===== config.mk =====
export PLATFORM = sky130hd
export DESIGN_NAME = sub_operand_pairer
export DESIGN_NICKNAME = d
export VERILOG_FILES = /design/src/rtl/sub_operand_pairer.sv
export SDC_FILE = /design/constraint.sdc
export NUM_CORES = 1
export LEC_CHECK = 0
export ABC_AREA = 0
export CAP_MARGIN = 20
export CORE_MARGIN = 4
export CORE_UTILIZATION = 50
export CTS_BUF_LIST = sky130_fd_sc_hd__clkbuf_8
export DETAILED_ROUTE_END_ITERATION = 12
export PLACE_DENSITY = 0.95
export SYNTH_ARGS = -nofsm -noshare
export SYNTH_HDL_FRONTEND = slang
export SYNTH_SLANG_ARGS = --single-unit

===== constraint.sdc =====
create_clock -name clk -period 2.8 [get_ports clk]
set_input_delay 0.84 -clock clk [delete_from_list [all_inputs] [get_ports clk]]
set_output_delay 0.84 -clock clk [all_outputs]
set_load 0.01 [all_outputs]

===== src/rtl/sub_operand_pairer.sv =====
// Pairs a byte stream into minuend/subtrahend for an external subtractor,
// captures the difference one cycle later and hands it downstream.
module sub_operand_pairer #(
  parameter int WIDTH = 8
) (
  input  logic             clk,
  input  logic             rst_n,
  input  logic             flush,
  input  logic [WIDTH-1:0] in_data,
  input  logic             in_valid,
  output logic             in_ready,
  output logic [WIDTH-1:0] a,
  output logic [WIDTH-1:0] b,
  input  logic [WIDTH-1:0] c,
  output logic [WIDTH-1:0] out_data,
  output logic             out_borrow,
  output logic             out_valid,
  input  logic             out_ready,
  output logic [7:0]       pair_count
);

  typedef enum logic [1:0] {
    S_A,
    S_B,
    S_CALC,
    S_OUT
  } state_t;

  state_t state;
  state_t state_nxt;
  logic   in_fire;
  logic   out_fire;

  always_ff @(posedge clk or negedge rst_n) begin
    if (!rst_n) state <= S_A;
    else        state <= state_nxt;
  end

  always_comb begin
    state_nxt = state;
    if (flush) begin
      state_nxt = S_A;
    end else begin
      unique case (state)
        S_A:    if (in_valid)  state_nxt = S_B;
        S_B:    if (in_valid)  state_nxt = S_CALC;
        S_CALC:                state_nxt = S_OUT;
        S_OUT:  if (out_ready) state_nxt = S_A;
        default:               state_nxt = S_A;
      endcase
    end
  end

  always_comb begin
    in_ready  = (state == S_A) || (state == S_B);
    out_valid = (state == S_OUT);
  end

  // flush outranks both handshakes, so neither side may commit state
  assign in_fire  = in_valid && in_ready && !flush;
  assign out_fire = out_valid && out_ready && !flush;

  always_ff @(posedge clk or negedge rst_n) begin
    if (!rst_n) begin
      a          <= '0;
      b          <= '0;
      out_data   <= '0;
      out_borrow <= 1'b0;
      pair_count <= 8'd0;
    end else begin
      if (in_fire && state == S_A) a <= in_data;
      if (in_fire && state == S_B) b <= in_data;
      // c has had a full period to settle since b was registered
      if (state == S_CALC && !flush) begin
        out_data   <= c;
        out_borrow <= (a < b);
      end
      if (out_fire) pair_count <= pair_count + 8'd1;
    end
  end

endmodule


======== Word-level counts from Yosys, hierarchy flattened ========
Cells that the tools add are included.
cells by class
  add/sub/neg operators ................... 1
  $mul .................................... 0
  divide/modulo/power cells ............... 0
  order comparisons ....................... 1
  equality and inequality tests ........... 6
  shifts and indexed selects .............. 0
  muxes and demuxes ....................... 5
  bitwise logic cells ..................... 0
  reduce and logical (&&, ||, !) cells .... 11
operators with widths
  kind                   number
  $add A8 B1 Y8 const B  1
  $lt A8 B8 Y1           1
  $mux W2                4
  $pmux W2 S4            1
  $logic_and A1 B1 Y1    7
  $ne A3 B3 Y1 const B   2
  $eq A2 B2 Y1 const B   2
  $ne A3 B2 Y1 const B   1
  $reduce_and A3 Y1      1
  $eq A2 B1 Y1 const B   1
  $logic_not A2 Y1       1
  $logic_not A1 Y1       1
  $logic_or A1 B1 Y1     1
word-level totals
  register bits after elaboration ......... 35
  latch bits .............................. 0
  RAM bits ................................ 0
  ROM bits ................................ 0
  bits of input ports ..................... 21
  output and inout port bits .............. 35
  word-level logic and storage cells ...... 30
  memories kept ........................... 0

======== Depth between registers and ports, before layout ========
Gate-level depths: netlist of run 1.
  depth after elaboration ................. 5
  depth in mapped cells ................... 7
  gate-level depth less buffers ........... 6

======== Worst setup path before layout of run 1 ========
Ideal clock, no wire load.
  path type ............................... reg2out
  start point ............................. register state[0]
  end point ............................... output in_ready
  arrival ................................. 0.917 ns
  required time ........................... 1.960 ns
  path slack .............................. 1.043 ns
  cell stages (with the launch flop) ...... 4
  path buffers ............................ 0
  cell sequence ........................... dfrtp_1 -> inv_1 -> ha_1 -> or2_1
between the ends
  word-level cells in the longest chain between the ends .. 2
  elaborated cells between the ends (all ways) .. 3
  those cells by class .................... 1 x eq/ne; 2 x reduce/logical
RTL lines
  what                                              line  text
  start, declared                                   29    state_t state;
  start signal, assigned                            36    else state <= state_nxt;
  $eq A2 B1 Y1 or $logic_not A2 Y1 (tied branches)  55    in_ready = (state == S_A) || (state == S_B);
  $logic_or A1 B1 Y1 (*)                            55
  end, declared                                     11    output logic in_ready,
Every way passes the cells marked *; elsewhere a longest branch is shown, timed or not.

======== Worst setup path after layout of run 1 ========
Same ends and word-level chain as after synthesis.

==> reports/results.txt, run 1 <==
Worst R2R End: state[0]
Synth area leader: dfrtp_1
largest net degree at the start of global routing: 36
htree depth: 2
sequential share of power: 37.4%
ys async rst share: 100%
CP required: 1.96 ns
CTS buffer count: 5
PortBufs: 55
status: complete, no violations
Crit. End Element: output port
Comb power frac: 48.9%
clock buffer depth: 2
Final setup viols: 0
Final Hold Vio Count: 0
Tcrit/Tclk final: 92.7%
post_cts resized: 0
sequential share of the synthesized area: 52.5%
row cnt: 20
Reg clk slew, reported paths: 0.06 ns
Synth area leaders: dfrtp_1 52%, mux2_2 12%, ha_1 9.0%, nand2_1 5.4%, xnor2_1 2.6%
1st-pass router iterations: 4
FF-to-FF path depth: 6
Worst Setup Start Kind: flip-flop
clock latency on the worst-skew pair: 0.28 ns
RSZ-0062 raised after global routing: false
Synth top area share: 52.5%
R2R Path Start: state[1]
Post-Syn Instances: 139
Max Clock Freq: 385 MHz
Initial Utilization: 53.4%
Worst Max-Slew Pin Slew: 0.500 ns
global route overflow: 0
Final ANT Viol Nets: 0
Worst Hold Launch: out_data[4]
# IOs: 56
synthesized area: 1670 um^2
Hold Worst Slack: 0.481 ns
sw frac: 34.2%
Layout Nets: 233
hold-fix buffers at CTS: 0
Die W: 65.8 um
Placer Congestion: 0.734
Pins Over Slew Limit: 0
Synth cell types: 29
Vias: 1186
Clock Power Share: 13.7%
initial drt markers: 49
vias in the first global route: 1285
Post-synth top cells: 35 x dfrtp_1, 24 x nand2_1, 18 x mux2_2
Worst Setup SP: state[0]
Remaining DRCs: 0
die area: 4330 um^2
DP HPWL: 2.88 mm
Final Routed Wirelength: 3.59 mm
Yosys warning total: 0
Root Buffer: clkbuf_8
CTS tree: built
Crit Path Category: reg -> out
Slew headroom: 66.6%
setup bufs post-CTS: 0
global-route wire length before repair: 5.99 mm
count leader, synth: dfrtp_1
Diodes inserted: 0
die height: 65.8 um
Syn Area/Cell: 12.0 um^2
worst vdd ir: 0.589 mV
Psw: 803 uW
hold path depth: 2
core area: 3130 um^2
Syn Nets: 172
reg-to-reg setup timing slack: 1.23 ns
HP Class: reg -> reg
dominant synthesized flop cell: dfrtp_1
Period minus WS final: 2.60 ns
CP Data Arrival Time: 1.76 ns
Int Power: 1550 uW
crit path max fanout: 5
DR vias/cell: 4.88
power per cell area: 1000 nW/um^2
worst slack, placed: 0.520 ns
initial antenna violation count: 0
Post-synth EDFFs: 0
Yosys reg bits: 35
Leak Pwr: 0.00109 uW
ratio of cells with drive above 1 in the final layout: 17.1%
TritonCTS Sinks: 35
WL/cell: 14.8 um
setup ws final: 0.204 ns
clock skew: 0.00605 ns
TNS Setup: 0 ns
Hold Crit Endpoint: out_data[4]
max cap viols: 0
Area growth syn-to-layout: 40.4%
Global Route Usage Sum: 18.5%
-- registers in the layout (all words and copies together) (netlist names) --
register    flops
a               8
b               8
out_borrow      1
out_data        8
pair_count      8
state           2
-- metal layers --
layer | share of wire (%) | global-route usage (%)
met1 | 39 | 19.9
met2 | 54 | 33.9
met3 | 5.3 | 4.42
met4 | 2.4 | 8.55
met5 | 0 | 0
-- worst max-delay path by stage --
stage,cells after the start,end,slack [ns]
finish,4,in_ready,0.20
global route,4,in_ready,0.13
global placement,4,in_ready,0.57
detailed placement,4,in_ready,0.52
CTS,4,in_ready,0.20
floorplan,3,in_ready,1.04
-- power groups by stage --
| stage | registers (uW) | clock network (uW) | logic, uW |
|---|---|---|---|
| after floorplan | 945 | 0 | 512 |
| after global placement | 867 | 0 | 1110 |
| after detailed placement | 891 | 0 | 1170 |
| after CTS | 882 | 334 | 1170 |
| after global routing | 911 | 355 | 1250 |
| final | 878 | 323 | 1150 |
-- metrics by stage --
step	utilization [%]	total power (uW)	cell area [um^2]	std cells
after CTS	74.9	2390	2340	243
final	74.9	2350	2340	243
after detailed placement	72.6	2060	2270	237
after global routing	74.9	2520	2340	243
after global placement	72.6	1980	2270	237
after floorplan	-	1460	1670	139
-- cell type report --
| class | instances | area, um^2 |
|---|---|---|
| repair buffers | 56 | 558 |
| flip-flops and latches | 35 | 876 |
| clock inverters | 1 | 3.75 |
| inverters | 10 | 37.5 |
| clock buffers | 5 | 68.8 |
| well taps | 44 | 55.1 |
| multi-input cells | 92 | 744 |
| fillers | 219 | 785 |
-- placed cells by master, fill, tap and decap left out --
cell type         n
buf_4             1
mux2i_1           1
a21o_1            1
nand2b_1          4
a2111oi_4         1
nor2_2            2
xor2_1            2
ha_1             12
mux2_2           18
nand3b_4          1
nor2_1            1
inv_1            11
nand3_1           5
o2111ai_1         1
dfrtp_1          35
nor2b_2           1
nand2_2           3
nand2b_4          1
nand2_1          24
a31oi_1           1
clkbuf_8          5
nor2b_1           1
o21ai_1           1
and3_1            1
or2_1             1
o21a_1            2
a21oi_2           1
xnor2_1           5
clkdlybuf4s50_1  55
a21oi_1           1
-- kinds of logic after synthesis --
| kind of cell | synth area share (%) |
|---|---|
| AOI/OAI and AO/OA | 5.02 |
| and+or+nand+nor | 14.2 |
| adders and majority gates | 9.00 |
| buffers and inverters | 2.92 |
| DFF | 52.5 |
| xor gates and xnor gates | 3.67 |
| muxes | 12.7 |
-- worst max-delay path, stage by stage, from the launching register on --
cell and delay, ns:
dfrtp_1 0.43, inv_1 0.09, ha_1 0.23, or2_1 0.25, clkdlybuf4s50_1 0.48
(Power assumes the default switching activity.)
==> run 2: changes to the inputs <==
Settings changed: CORE_UTILIZATION 50 to 48, CTS_BUF_LIST sky130_fd_sc_hd__clkbuf_8 to sky130_fd_sc_hd__clkbuf_16.
==> run 2 against run 1 <==
Setup slack better by 0.023 ns. Total power up 7.6%. Sequential power down 0.8%. Via count up 0.34%. Global-route usage down 0.41 points. Clock skew down 0.0045 ns. Sequential cell count unchanged. Largest power group unchanged. Highest routed layer unchanged.
==> reports/results.txt, run 2 (synthesized netlist as in run 1, its figures left out) <==
clock skew: 0.00154 ns
Hold Crit Endpoint: out_data[2]
status: complete, no violations
vias in the first global route: 1275
R2R Path Start: state[1]
Crit Path Category: reg -> out
core area: 3340 um^2
TritonCTS Sinks: 35
hold-fix buffers at CTS: 0
Pins Over Slew Limit: 0
Sequential Area: 876 um^2
Final Routed Wirelength: 3.53 mm
Slew headroom: 62.5%
RSZ-0062 raised after global routing: false
Area growth syn-to-layout: 44.4%
Final setup viols: 0
htree depth: 2
Final Hold Vio Count: 0
die height: 67.0 um
post_cts resized: 0
clock latency on the worst-skew pair: 0.27 ns
clock buffer depth: 2
global route overflow: 0
Die W: 67.0 um
Initial Utilization: 50.0%
Buf/Inv on CP: 2
hold path depth: 2
Layout Nets: 233
Worst Max-Slew Pin Slew: 0.561 ns
ratio of cells with drive above 1 in the final layout: 16.9%
WL/cell: 14.3 um
CP top delay family: buffers and inverters
Diodes inserted: 0
most common cell after layout, fill and taps aside: clkdlybuf4s50_1
reg-to-reg setup timing slack: 1.23 ns
Root Buffer: clkbuf_16
fillers: 257
TNS Setup: 0 ns
Leak Pwr: 0.00112 uW
crit path max fanout: 5
Vias: 1190
CTS buffer count: 5
Worst Hold Launch: out_data[2]
Crit. End Element: output port
largest net degree at the start of global routing: 36
slowest CP cell: clkdlybuf4s50_1
Max Clock Freq: 389 MHz
row cnt: 21
die area: 4480 um^2
multi-input logic area: 744 um^2
CP max stage delay: 0.49 ns
DR vias/cell: 4.82
max cap viols: 0
DP HPWL: 2.78 mm
Placer Congestion: 0.810
Worst R2R End: state[0]
Reg clk slew, reported paths: 0.05 ns
worst slack, placed: 0.492 ns
Worst Setup Start Kind: flip-flop
setup ws final: 0.227 ns
setup bufs post-CTS: 0
FF-to-FF path depth: 6
power per cell area: 1050 nW/um^2
initial antenna violation count: 0
Global Route Usage Sum: 18.1%
Remaining DRCs: 0
CTS tree: built
CP Data Arrival Time: 1.73 ns
CP required: 1.96 ns
global-route wire length before repair: 5.84 mm
initial drt markers: 33
Final ANT Viol Nets: 0
commonest cells after routing, fill and taps aside: 55 x clkdlybuf4s50_1, 35 x dfrtp_1, 24 x nand2_1
crit-path cells: inv_1, ha_1, or2_1, clkdlybuf4s50_1
Tot Pwr: 2530 uW
1st-pass router iterations: 4
Period minus WS final: 2.57 ns
Tcrit/Tclk final: 91.9%
PortBufs: 55
worst vdd ir: 0.677 mV
HP Class: reg -> reg
# IOs: 56
run 2: cell count changes in the layout (fill, tap and decap cells not counted):
| cell | previous run | this run |
|---|---|---|
| clkbuf_16 | 0 | 5 |
| clkbuf_8 | 5 | 0 |
| clkinv_1 | 0 | 2 |
run 2: report_power, final:
| part | total (uW) | switching (uW) | internal [uW] |
|---|---|---|---|
| Combinational | 1150 | 477 | 676 |
| Sequential | 871 | 160 | 711 |
| Clock | 505 | 186 | 319 |
run 2: metal layers:
metal	part of all wire, %	up-vias	GRT usage, %
li1	-	579	-
met1	39	575	19.2
met2	54	30	31.8
met3	5.3	6	7.08
met5	0	-	0
met4	2.0	0	7.59
run 2: per-stage QoR:
step | instance area (um^2) | instances | hold slack [ns] | util (%)
floorplan | 1670 | 139 | 0.507 | -
global placement | 2270 | 239 | 0.457 | 68.1
detailed placement | 2270 | 239 | 0.461 | 68.1
CTS | 2410 | 247 | 0.474 | 72.2
global route | 2410 | 247 | 0.491 | 72.2
finish | 2410 | 247 | 0.470 | 72.2
run 2: final cells by class:
cell class | count | share of cell area [%]
well taps | 46 | 2.39
clock inverters | 3 | 0.467
inverters | 10 | 1.56
flip-flops and latches | 35 | 36.3
multi-input cells | 92 | 30.9
repair buffers | 56 | 23.2
clock buffers | 5 | 5.19
run 2: worst reg2reg max path: cells and delay by family (launching register included):
family	cells	cell delay [ns]
AO/OA/AOI/OAI	1	0.17
multiplexers	1	0.35
AND/OR/NAND/NOR	2	0.22
flip-flops	1	0.39
adder cells (fa/ha/maj)	1	0.20
buffers and inverters	1	0.11
run 2: worst max path at each step:
stage,start,end,slack [ns],cells after the start
finish,state[0],in_ready,0.23,4
global placement,flush,out_borrow,0.54,5
detailed placement,flush,out_borrow,0.49,5
floorplan,state[0],in_ready,1.04,3
global route,state[0],in_ready,0.16,4
CTS,state[0],in_ready,0.21,4
==> run 3: changes to the inputs <==
Settings changed: GPL_ROUTABILITY_DRIVEN set to 0, PLACE_DENSITY 0.95 to not set, PLACE_DENSITY_LB_ADDON set to 0.1.
==> run 3 against run 2 <==
Sequential cell count unchanged. Clock-buffer cell count stayed put. Hold slack is essentially flat.
==> reports/results.txt, run 3 (synthesized netlist as in run 1, its figures left out) <==
status: complete, no violations
CP required: 1.96 ns
FF-to-FF path depth: 6
most common cell after layout, fill and taps aside: clkdlybuf4s50_1
Period minus WS final: 2.58 ns
initial antenna violation count: 0
TNS Setup: 0 ns
Leak Pwr: 0.00111 uW
crit-path cells: inv_1, ha_1, or2_1, clkdlybuf4s50_1
clock buffer depth: 2
CP max stage delay: 0.49 ns
slowest CP cell: clkdlybuf4s50_1
setup ws final: 0.215 ns
Tcrit/Tclk final: 92.3%
RSZ-0062 raised after global routing: false
initial drt markers: 26
worst vdd ir: 0.539 mV
# IOs: 56
largest net degree at the start of global routing: 36
Max Clock Freq: 387 MHz
Vias: 1185
post_cts resized: 0
Hold Crit Endpoint: pair_count[7]
Layout Nets: 233
Root Buffer: clkbuf_16
hold-fix buffers at CTS: 0
Pins Over Slew Limit: 0
global route overflow: 0
CP Data Arrival Time: 1.74 ns
vias in the first global route: 1247
HP Class: reg -> reg
WL/cell: 13.6 um
clock skew: 0.00446 ns
Slew headroom: 66.0%
hold path depth: 1
Area growth syn-to-layout: 44.6%
Diodes inserted: 0
Final Routed Wirelength: 3.37 mm
row cnt: 21
power per cell area: 1050 nW/um^2
Worst Setup Start Kind: flip-flop
setup bufs post-CTS: 0
Initial Utilization: 50.0%
clock latency on the worst-skew pair: 0.27 ns
Final setup viols: 0
Die W: 67.0 um
Final Hold Vio Count: 0
max cap viols: 0
core area: 3340 um^2
Final ANT Viol Nets: 0
R2R Path Start: state[1]
crit path max fanout: 5
TritonCTS Sinks: 35
Reg clk slew, reported paths: 0.05 ns
Worst R2R End: state[0]
Crit Path Category: reg -> out
Global Route Usage Sum: 16.9%
Worst Hold Launch: pair_count[7]
reg-to-reg setup timing slack: 1.21 ns
DR vias/cell: 4.80
DP HPWL: 2.58 mm
Remaining DRCs: 0
1st-pass router iterations: 5
final core occ: 72.3%
Worst Max-Slew Pin Slew: 0.510 ns
htree depth: 2
die height: 67.0 um
Crit. End Element: output port
commonest cells after routing, fill and taps aside: 55 x clkdlybuf4s50_1, 35 x dfrtp_1, 24 x nand2_1
PortBufs: 55
global-route wire length before repair: 5.68 mm
CTS buffer count: 5
die area: 4480 um^2
worst slack, placed: 0.478 ns
ratio of cells with drive above 1 in the final layout: 17.4%
CTS tree: built
==> run 3: changes by cell type in the layout (fill, tap and decap cells not counted) <==
cell        before  now
inv_1           11   10
clkinvlp_4       0    1
==> run 3: critical path: cells and delay by family, from the launching register on <==
family | cells | cell delay [ns]
adder cells (fa/ha/maj) | 1 | 0.23
flip-flops | 1 | 0.41
buffers and inverters | 2 | 0.58
AND/OR/NAND/NOR | 1 | 0.26
==> run 3: how the worst max path moves through the flow <==
stage | start | end | slack, ns | depth (start not counted)
after global placement | state[0] | in_ready | 0.57 | 4
final | state[0] | in_ready | 0.22 | 4
after global routing | state[0] | in_ready | 0.13 | 4
after floorplan | state[0] | in_ready | 1.04 | 3
after detailed placement | flush | out_borrow | 0.48 | 5
after CTS | state[0] | in_ready | 0.20 | 4
==> run 3: area by class of cell <==
type / count / area, um^2
multi-input combinational: 92 / 744
clock inverter: 3 / 15.0
tap: 46 / 57.6
clock buffer: 5 / 125
inverter: 10 / 37.5
timing repair buffer: 56 / 558
fill: 250 / 923
sequential: 35 / 876
==> run 3: power breakdown <==
part | internal (uW) | total, uW | switching (uW) | leakage (uW)
combinational | 674 | 1140 | 467 | 0.000608
sequential | 711 | 870 | 160 | 0.000440
clock | 323 | 517 | 195 | 0.0000649
==> run 3: stage by stage <==
step,power (uW),std cells,hold WS (ns),instance area (um^2)
global placement,1980,239,0.458,2270
floorplan,1460,139,0.507,1670
global route,2700,247,0.486,2410
finish,2530,247,0.469,2410
CTS,2570,247,0.473,2410
detailed placement,2040,239,0.466,2270
==> run 3: routing by layer <==
metal / up-vias / global-route usage (%) / share of wire, %
li1: 580 / - / -
met3: 2 / 4.22 / 4.2
met1: 571 / 20.3 / 42
met2: 32 / 29.1 / 53
met5: - / 0 / 0
met4: 0 / 6.08 / 0.68
